### src/rtl/pcb_test_sequencer.sv
// Board-test sequencer: steps relays K_1/K_2 through four settings, requests one ADC
// sample per step and window-checks it. Define RETRY_EN to allow one retry per step on a window miss.
module pcb_test_sequencer #(
   parameter logic [15:0] SETTLE_CYC  = 16'd1000,
   parameter logic [15:0] TIMEOUT_CYC = 16'd5000,
   parameter logic [15:0] LIMIT_LO    = 16'h2000,
   parameter logic [15:0] LIMIT_HI    = 16'h6000
) (
   input  logic        clk,
   input  logic        rst_n,
   input  logic        start,
   input  logic [3:0]  fault,
   input  logic        tem,
   output logic        adc_req,
   input  logic        adc_ack,
   input  logic [15:0] adc_data,
   output logic        K_1,
   output logic        K_2,
   output logic [1:0]  step,
   output logic [15:0] sample,
   output logic        busy,
   output logic        done,
   output logic        LED1,
   output logic        LED2,
   output logic        LED3,
   output logic        LED4,
   output logic        LED5
);

   localparam int unsigned CNT_W  = 16;
   localparam int unsigned STEP_W = 2;

   // A zero setting still holds the load for one cycle.
   localparam logic [CNT_W-1:0] SETTLE_LAST  =
      (SETTLE_CYC > 16'd1) ? CNT_W'(SETTLE_CYC - 16'd1) : CNT_W'(0);
   localparam logic [CNT_W-1:0] TIMEOUT_LAST =
      (TIMEOUT_CYC > 16'd1) ? CNT_W'(TIMEOUT_CYC - 16'd1) : CNT_W'(0);
   localparam logic [STEP_W-1:0] LAST_STEP   = STEP_W'(3);

   typedef enum logic [2:0] {
      S_IDLE    = 3'd0,
      S_SETTLE  = 3'd1,
      S_CONVERT = 3'd2,
      S_CHECK   = 3'd3,
      S_PASS    = 3'd4,
      S_FAIL    = 3'd5
   } state_e;

   state_e              state_q,     state_d;
   logic [STEP_W-1:0]   step_q,      step_d;
   logic [15:0]         sample_q,    sample_d;
   logic [CNT_W-1:0]    cnt_q,       cnt_d;
   logic                adc_req_q,   adc_req_d;
   logic                busy_q,      busy_d;
   logic                done_q,      done_d;
   logic                k1_q,        k1_d;
   logic                k2_q,        k2_d;
   logic                pass_led_q,  pass_led_d;
   logic                win_led_q,   win_led_d;
   logic                fault_led_q, fault_led_d;
   logic                tem_led_q,   tem_led_d;
`ifdef RETRY_EN
   logic                retry_q,     retry_d;
`endif

   logic abort_c;
   logic in_window_c;

   assign abort_c     = busy_q && ((|fault) || tem);
   assign in_window_c = (sample_q >= LIMIT_LO) && (sample_q <= LIMIT_HI);

   // Next-state and next-output logic; abort overrides whatever the step logic decided.
   always_comb begin
      state_d     = state_q;
      step_d      = step_q;
      sample_d    = sample_q;
      cnt_d       = cnt_q;
      adc_req_d   = adc_req_q;
      busy_d      = busy_q;
      done_d      = 1'b0;
      pass_led_d  = pass_led_q;
      win_led_d   = win_led_q;
      fault_led_d = fault_led_q;
      tem_led_d   = tem_led_q;
`ifdef RETRY_EN
      retry_d     = retry_q;
`endif

      case (state_q)
         S_IDLE, S_PASS, S_FAIL: begin
            if (start) begin
               state_d     = S_SETTLE;
               step_d      = '0;
               cnt_d       = '0;
               busy_d      = 1'b1;
               pass_led_d  = 1'b0;
               win_led_d   = 1'b0;
               fault_led_d = 1'b0;
               tem_led_d   = 1'b0;
`ifdef RETRY_EN
               retry_d     = 1'b0;
`endif
            end
         end
         S_SETTLE: begin
            if (cnt_q >= SETTLE_LAST) begin
               state_d   = S_CONVERT;
               cnt_d     = '0;
               adc_req_d = 1'b1;
            end else begin
               cnt_d = cnt_q + CNT_W'(1);
            end
         end
         S_CONVERT: begin
            if (adc_ack) begin
               state_d   = S_CHECK;
               sample_d  = adc_data;
               adc_req_d = 1'b0;
               cnt_d     = '0;
            end else if (cnt_q >= TIMEOUT_LAST) begin
               state_d   = S_FAIL;
               win_led_d = 1'b1;
            end else begin
               cnt_d = cnt_q + CNT_W'(1);
            end
         end
         S_CHECK: begin
            cnt_d = '0;
            if (in_window_c) begin
               if (step_q == LAST_STEP) begin
                  state_d = S_PASS;
               end else begin
                  state_d = S_SETTLE;
                  step_d  = step_q + STEP_W'(1);
`ifdef RETRY_EN
                  retry_d = 1'b0;
`endif
               end
            end else begin
`ifdef RETRY_EN
               if (!retry_q) begin
                  state_d = S_SETTLE;
                  retry_d = 1'b1;
               end else begin
                  state_d   = S_FAIL;
                  win_led_d = 1'b1;
               end
`else
               state_d   = S_FAIL;
               win_led_d = 1'b1;
`endif
            end
         end
         default: state_d = S_IDLE;
      endcase

      if (abort_c) begin
         state_d     = S_FAIL;
         step_d      = step_q;
         sample_d    = sample_q;
         win_led_d   = win_led_q;
         fault_led_d = fault_led_q | (|fault);
         tem_led_d   = tem_led_q | tem;
      end

      // Any end of a run: release the ADC and relays, pulse done once.
      if (busy_q && ((state_d == S_PASS) || (state_d == S_FAIL))) begin
         busy_d     = 1'b0;
         adc_req_d  = 1'b0;
         cnt_d      = '0;
         done_d     = 1'b1;
         pass_led_d = (state_d == S_PASS);
      end

      k1_d = busy_d & step_d[0];
      k2_d = busy_d & step_d[1];
   end

   always_ff @(posedge clk or negedge rst_n) begin
      if (!rst_n) begin
         state_q     <= S_IDLE;
         step_q      <= '0;
         sample_q    <= '0;
         cnt_q       <= '0;
         adc_req_q   <= 1'b0;
         busy_q      <= 1'b0;
         done_q      <= 1'b0;
         k1_q        <= 1'b0;
         k2_q        <= 1'b0;
         pass_led_q  <= 1'b0;
         win_led_q   <= 1'b0;
         fault_led_q <= 1'b0;
         tem_led_q   <= 1'b0;
`ifdef RETRY_EN
         retry_q     <= 1'b0;
`endif
      end else begin
         state_q     <= state_d;
         step_q      <= step_d;
         sample_q    <= sample_d;
         cnt_q       <= cnt_d;
         adc_req_q   <= adc_req_d;
         busy_q      <= busy_d;
         done_q      <= done_d;
         k1_q        <= k1_d;
         k2_q        <= k2_d;
         pass_led_q  <= pass_led_d;
         win_led_q   <= win_led_d;
         fault_led_q <= fault_led_d;
         tem_led_q   <= tem_led_d;
`ifdef RETRY_EN
         retry_q     <= retry_d;
`endif
      end
   end

   assign adc_req = adc_req_q;
   assign K_1     = k1_q;
   assign K_2     = k2_q;
   assign step    = step_q;
   assign sample  = sample_q;
   assign busy    = busy_q;
   assign done    = done_q;
   assign LED1    = busy_q;
   assign LED2    = pass_led_q;
   assign LED3    = win_led_q;
   assign LED4    = fault_led_q;
   assign LED5    = tem_led_q;

endmodule
### config.mk
export PLATFORM = sky130hd
export DESIGN_NAME = pcb_test_sequencer
export DESIGN_NICKNAME = d
export VERILOG_FILES = /design/src/rtl/pcb_test_sequencer.sv
export SDC_FILE = /design/constraint.sdc
export NUM_CORES = 1
export LEC_CHECK = 0
export CAP_MARGIN = 20
export CELL_PAD_IN_SITES_DETAIL_PLACEMENT = 0
export CELL_PAD_IN_SITES_GLOBAL_PLACEMENT = 1
export CORE_ASPECT_RATIO = 0.7
export CORE_MARGIN = 4
export CORE_UTILIZATION = 40
export CTS_BUF_LIST = sky130_fd_sc_hd__clkbuf_8
export DETAILED_ROUTE_END_ITERATION = 10
export GPL_ROUTABILITY_DRIVEN = 0
export PLACE_DENSITY_LB_ADDON = 0.3
export SLEW_MARGIN = 20
export SYNTH_ARGS = -nofsm -noshare
export SYNTH_HDL_FRONTEND = slang
export SYNTH_SLANG_ARGS = --single-unit
### constraint.sdc
create_clock -name clk -period 2.5 [get_ports clk]
set_input_delay 0.375 -clock clk [delete_from_list [all_inputs] [get_ports clk]]
set_output_delay 0.375 -clock clk [all_outputs]
set_load 0.01 [all_outputs]
## Yosys cells after proc, flatten, opt, wreduce, memory -nomap -nowiden

Cells that the tools add are included.

- Register bits after elaboration: 46
- Bits in latches: 0
- Memory bits (writable): 0
- Bits in read-only memories: 0
- Bits of input ports: 25
- Output and inout bits: 28
- Logic and storage cells: 97
- Memories: 0

- Add/subtract/negate cells: 2
- Multipliers: 0
- Div/mod/pow operators: 0
- $lt $le $gt $ge: 4
- Equality and inequality tests: 16
- Shifts and indexed selects: 0
- Mux-type cells: 36
- Bitwise operators: 5
- Reduce and logical (&&, ||, !) cells: 21

Operator list:

| operator | number |
|---|---|
| 16-bit 2-to-1 mux | 5 |
| 16-bit case mux with 4 select lines | 1 |
| 3-bit 2-to-1 mux | 7 |
| 16-bit by 1-bit adder with 16-bit output (second input constant) | 1 |
| 16-bit by 10-bit >= comparator with 1-bit output (second input constant) | 1 |
| 16-bit by 13-bit >= comparator with 1-bit output (second input constant) | 1 |
| 16-bit by 14-bit >= comparator with 1-bit output (second input constant) | 1 |
| 16-bit by 15-bit <= comparator with 1-bit output (second input constant) | 1 |
| 1-bit 2-to-1 mux | 15 |
| 3-bit equality test (second input constant) | 4 |
| 3-bit case mux with 4 select lines | 1 |
| 3-bit inequality test (second input constant) | 3 |
| 3-bit AND reduction | 3 |
| 2-bit 2-to-1 mux | 4 |
| 2-bit inequality test (second input constant) | 4 |
| 2-bit nonzero test | 4 |
| 3-bit by 2-bit equality test with 1-bit output (second input constant) | 2 |
| 6-bit AND reduction | 1 |
| 3-bit nonzero test | 2 |
| 5-bit nonzero test | 1 |
| 4-bit inequality test (second input constant) | 1 |
| 2-bit case mux with 2 select lines | 1 |
| 2-bit AND reduction | 2 |
| 4-bit OR reduction | 1 |
| other kinds (12) | 17 |

## Logic depth before layout (Yosys ltp)

- Depth after elaboration: 10
- Gate-level depth with buffers: 8
- Gate-level depth less buffers: 6

## Worst setup path after synthesis

No wires, ideal clock.

- Path kind: flip-flop to flip-flop
- Start: reg cnt_q[0]
- End: reg cnt_q[8]
- Setup time: 0.083 ns
- Arrival time: 2.013 ns
- Data required time: 2.417 ns
- Setup slack: 0.403 ns
- Cell stages (with the launch flop): 7
- Buffers on the path: 0
- Clock period less this slack: 2.097 ns
- Cell sequence: dfrtp_1 ha_1 a211o_1 o2111ai_1 nand3_1 or4b_1 a31oi_1

- Word-level cells in the longest chain between the ends: 10
- Elaborated cells between the ends (all ways): 21

Ends and longest elaborated chain:

| what | line | RTL |
|---|---|---|
| from (decl) | 52 | `logic [CNT_W-1:0] cnt_q, cnt_d;` |
| from (signal assigned) | 201 | `cnt_q <= cnt_d;` |
| 16-bit by 13-bit >= comparator with 1-bit output | 120 | `end else if (cnt_q >= TIMEOUT_LAST) begin` |
| 3-bit 2-to-1 mux | 120 |  |
| 3-bit 2-to-1 mux | 115 | `if (adc_ack) begin` |
| 3-bit case mux with 4 select lines | 89 | `case (state_q)` |
| 3-bit 2-to-1 mux | 157 | `if (abort_c) begin` |
| 3-bit equality test | 167 | `if (busy_q && ((state_d == S_PASS) \|\| (state_d == S_FAIL))) begin` |
| 1-bit logical OR | 167 |  |
| 1-bit logical AND | 167 |  |
| 4-bit inequality test (no source line), or another cell as far along | - |  |
| 3-bit AND reduction (no source line) | - |  |

Parallel ways exist; a longest one is shown, timed or not. The select of a mux whose other input is x is not followed.
A chain may end at the register's enable or synchronous reset.

## Final worst setup path

Ends and elaborated chain as after synthesis.

==> results.json <==
{
  "setup_viol": 0,
  "layout_min_cycle_time_ns": 2.31,
  "synth-main-ff-cell": "dfrtp_1",
  "irDropWorstVdd_mv": 0.281,
  "grt_max_degree": 25,
  "globalRouteTotalUtil": 0.176,
  "path_clk_slew_ns": 0.09,
  "arrival_ns": 2.54,
  "cts.sinks": 46,
  "tightest_slew_ns": 0.523,
  "grt_pass1_wl_um": 10200,
  "clk_latency_ns": 0.31,
  "finalSetupTns_ns": 0,
  "endpoint_kind": "flop",
  "synthCells": 237,
  "synth-async-reset-ratio": 1.00,
  "utilization": 0.550,
  "r2r_end": "cnt_q[8]",
  "report.final.hold_viol_count": 0,
  "synth_cell_types": 56,
  "fin_nets": 320,
  "fin_worst_skew_ns": 0.00602,
  "die_h_um": 73.7,
  "dp_hpwl_um": 4460,
  "die_area_um2": 7500,
  "max_freq_ghz": 0.433,
  "dr_total_vias": 2058,
  "ys_seq_elements": 46,
  "critical_path_class": "flop to flop",
  "start_util": 0.422,
  "reg2regPathDepth": 6,
  "grt_overflow": 0,
  "clk_path_buf_depth": 2,
  "r2r_start": "cnt_q[0]",
  "drt_first_pass_iters": 4,
  "syn_nets": 263,
  "synth_area_per_cell_um2": 10.4,
  "final_max_slew_viol_count": 0,
  "fp.coreArea_um2": 5840,
  "pin_count": 53,
  "power_leakage_nw": 1.39,
  "hp-class": "input port to asynchronous set/reset pin",
  "drt_wl_total_um": 5890,
  "grt_antenna_before_repair": 0,
  "final_layout_size_suffix_gt1_frac": 0.159,
  "ctsResizeCount": 0,
  "htree_levels": 2,
  "ys_seq_area_frac": 0.467,
  "p_per_area_nw_per_um2": 655,
  "dr.first_iter.drc_count": 95,
  "relSlewSlack": 0.651,
  "n_antenna_cell": 0,
  "port_buffers": 52,
  "reg2reg_setup_slack_ns": 0.19,
  "cts_tree": "done",
  "rsz0062_at_grt": "no",
  "syn_area_um2": 2460,
  "grt_pass1_vias": 2019,
  "p_total_mw": 2.10,
  "synth_warnings": 0,
  "cp.required_ns": 2.73,
  "die_width_um": 102,
  "critPathMaxFanout": 7,
  "cts_inserted_buffers": 5,
  "cts_setup_buffers": 0,
  "outcome": "complete, no violations",
  "synth_edf_count": 0,
  "area_growth_pct": 30.3,
  "max-cap-violations": 0,
  "root_buffer": "clkbuf_8",
  "post-route-drc-count": 0,
  "finalCritPeriodShare": 0.923,
  "fillers": 540,
  "cp-start-kind": "flop",
  "rows": 23,
  "hold-worst-slack_ns": 0.473,
  "ant_nets": 0,
  "wl_per_cell_um": 15.9,
  "routed_via_density": 5.56
}
==> flip-flops by register name, indices dropped and copies added, names as in the netlist <==
register  cells
sample       16
K_2           1
LED5          1
LED4          1
LED1          1
done          1
adc_req       1
LED3          1
K_1           1
cnt_q        16
LED2          1
state_q       3
step          2
==> per-layer routing <==
metal  vias up  part of all wire  global-route usage
li1       1005                 -                   -
met1       998              0.53               0.275
met2        47              0.40               0.230
met3         8             0.059              0.0474
met4         0             0.012              0.0575
met5         -                 0                   0
==> cell type report <==
cell class                 instances  area (um2)  area share
clock buffer                       5        68.8      0.0214
multi-input combinational        171        1200       0.375
tap                               75        93.8      0.0292
sequential                        46        1150       0.359
timing repair buffer              62         618       0.193
inverter                           8        30.0     0.00935
clock inverter                     3        43.8      0.0136
==> report_power, final <==
group	total (mW)	switching, mW	internal (mW)
clock network	0.575	0.274	0.300
logic	0.650	0.354	0.296
registers	0.877	0.0751	0.802
total	2.10	0.704	1.40
==> worst max path at each step <==
stage	slack, ns	end	from
floorplan	0.40	cnt_q[8]	cnt_q[0]
global placement	0.08	sample[11]	fault[1]
detailed placement	0.05	sample[10]	fault[1]
CTS	0.20	cnt_q[8]	cnt_q[0]
global route	0.02	cnt_q[9]	cnt_q[0]
finish	0.19	cnt_q[8]	cnt_q[0]
==> cells in the mapped netlist, drive strengths merged (4+ instances only) <==
| master | instances | area, um2 |
|---|---|---|
| a21oi | 12 | 60.1 |
| a22oi | 4 | 30.0 |
| a31oi | 10 | 68.8 |
| and3 | 4 | 25.0 |
| buf | 6 | 53.8 |
| clkbuf | 6 | 23.8 |
| dfrtp | 46 | 1150 |
| inv | 8 | 30.0 |
| mux2 | 17 | 229 |
| nand2 | 18 | 67.6 |
| nand3 | 16 | 80.1 |
| nand3b | 5 | 37.5 |
| nand4 | 8 | 50.1 |
| nor2 | 18 | 67.6 |
| nor3 | 8 | 45.0 |
| nor4 | 4 | 25.0 |
| or2 | 5 | 31.3 |
==> stage by stage <==
step	setup WS [ns]	instance area (um2)	cells
after CTS	0.197	3210	370
after global placement	0.0846	3090	361
after global routing	0.0196	3210	370
final	0.193	3210	370
after detailed placement	0.0499	3090	361
after floorplan	0.403	2460	237
==> cell families (layout without fill, tap and decap cells) <==
group / Yosys count / count (layout) / synth area share
and+or+nand+nor: 99 / 99 / 0.221
AOI/OAI and AO/OA: 53 / 53 / 0.166
DFF: 46 / 46 / 0.467
buffers and inverters: 20 / 78 / 0.0437
muxes: 18 / 18 / 0.0970
adders and majority gates: 1 / 1 / 0.00508
==> worst max-delay path, cell delays in order, from the launching register on <==
cell,delay (ns)
dfrtp_1,0.43
ha_1,0.26
a211o_1,0.35
o2111ai_1,0.22
nand3_1,0.25
or4b_1,0.55
a31oi_1,0.18
==> layout by cell type (no fill, tap or decap), types with 3 or more instances in the layout <==
cell,instances
inv_1,8
nand3b_1,5
dfrtp_1,46
nor4_1,4
a21oi_1,12
buf_4,7
nand2_1,18
nor2_1,18
clkbuf_8,5
nand4_1,8
mux2_2,7
a31oi_1,9
mux2_4,10
a22oi_1,4
nor3_1,7
nand4b_1,3
clkdlybuf4s50_1,51
nand3_1,16
o2111ai_1,3
or2_2,4
and3_1,4
==> repair_timing <==
action / 4_1_cts / 5_1_grt
endpoints found under the setup margin: 0 / 0
endpoints found under the hold margin: 11 / 0
hold buffers: 1 / 0
Note: power is estimated with default switching activity, not from simulation.
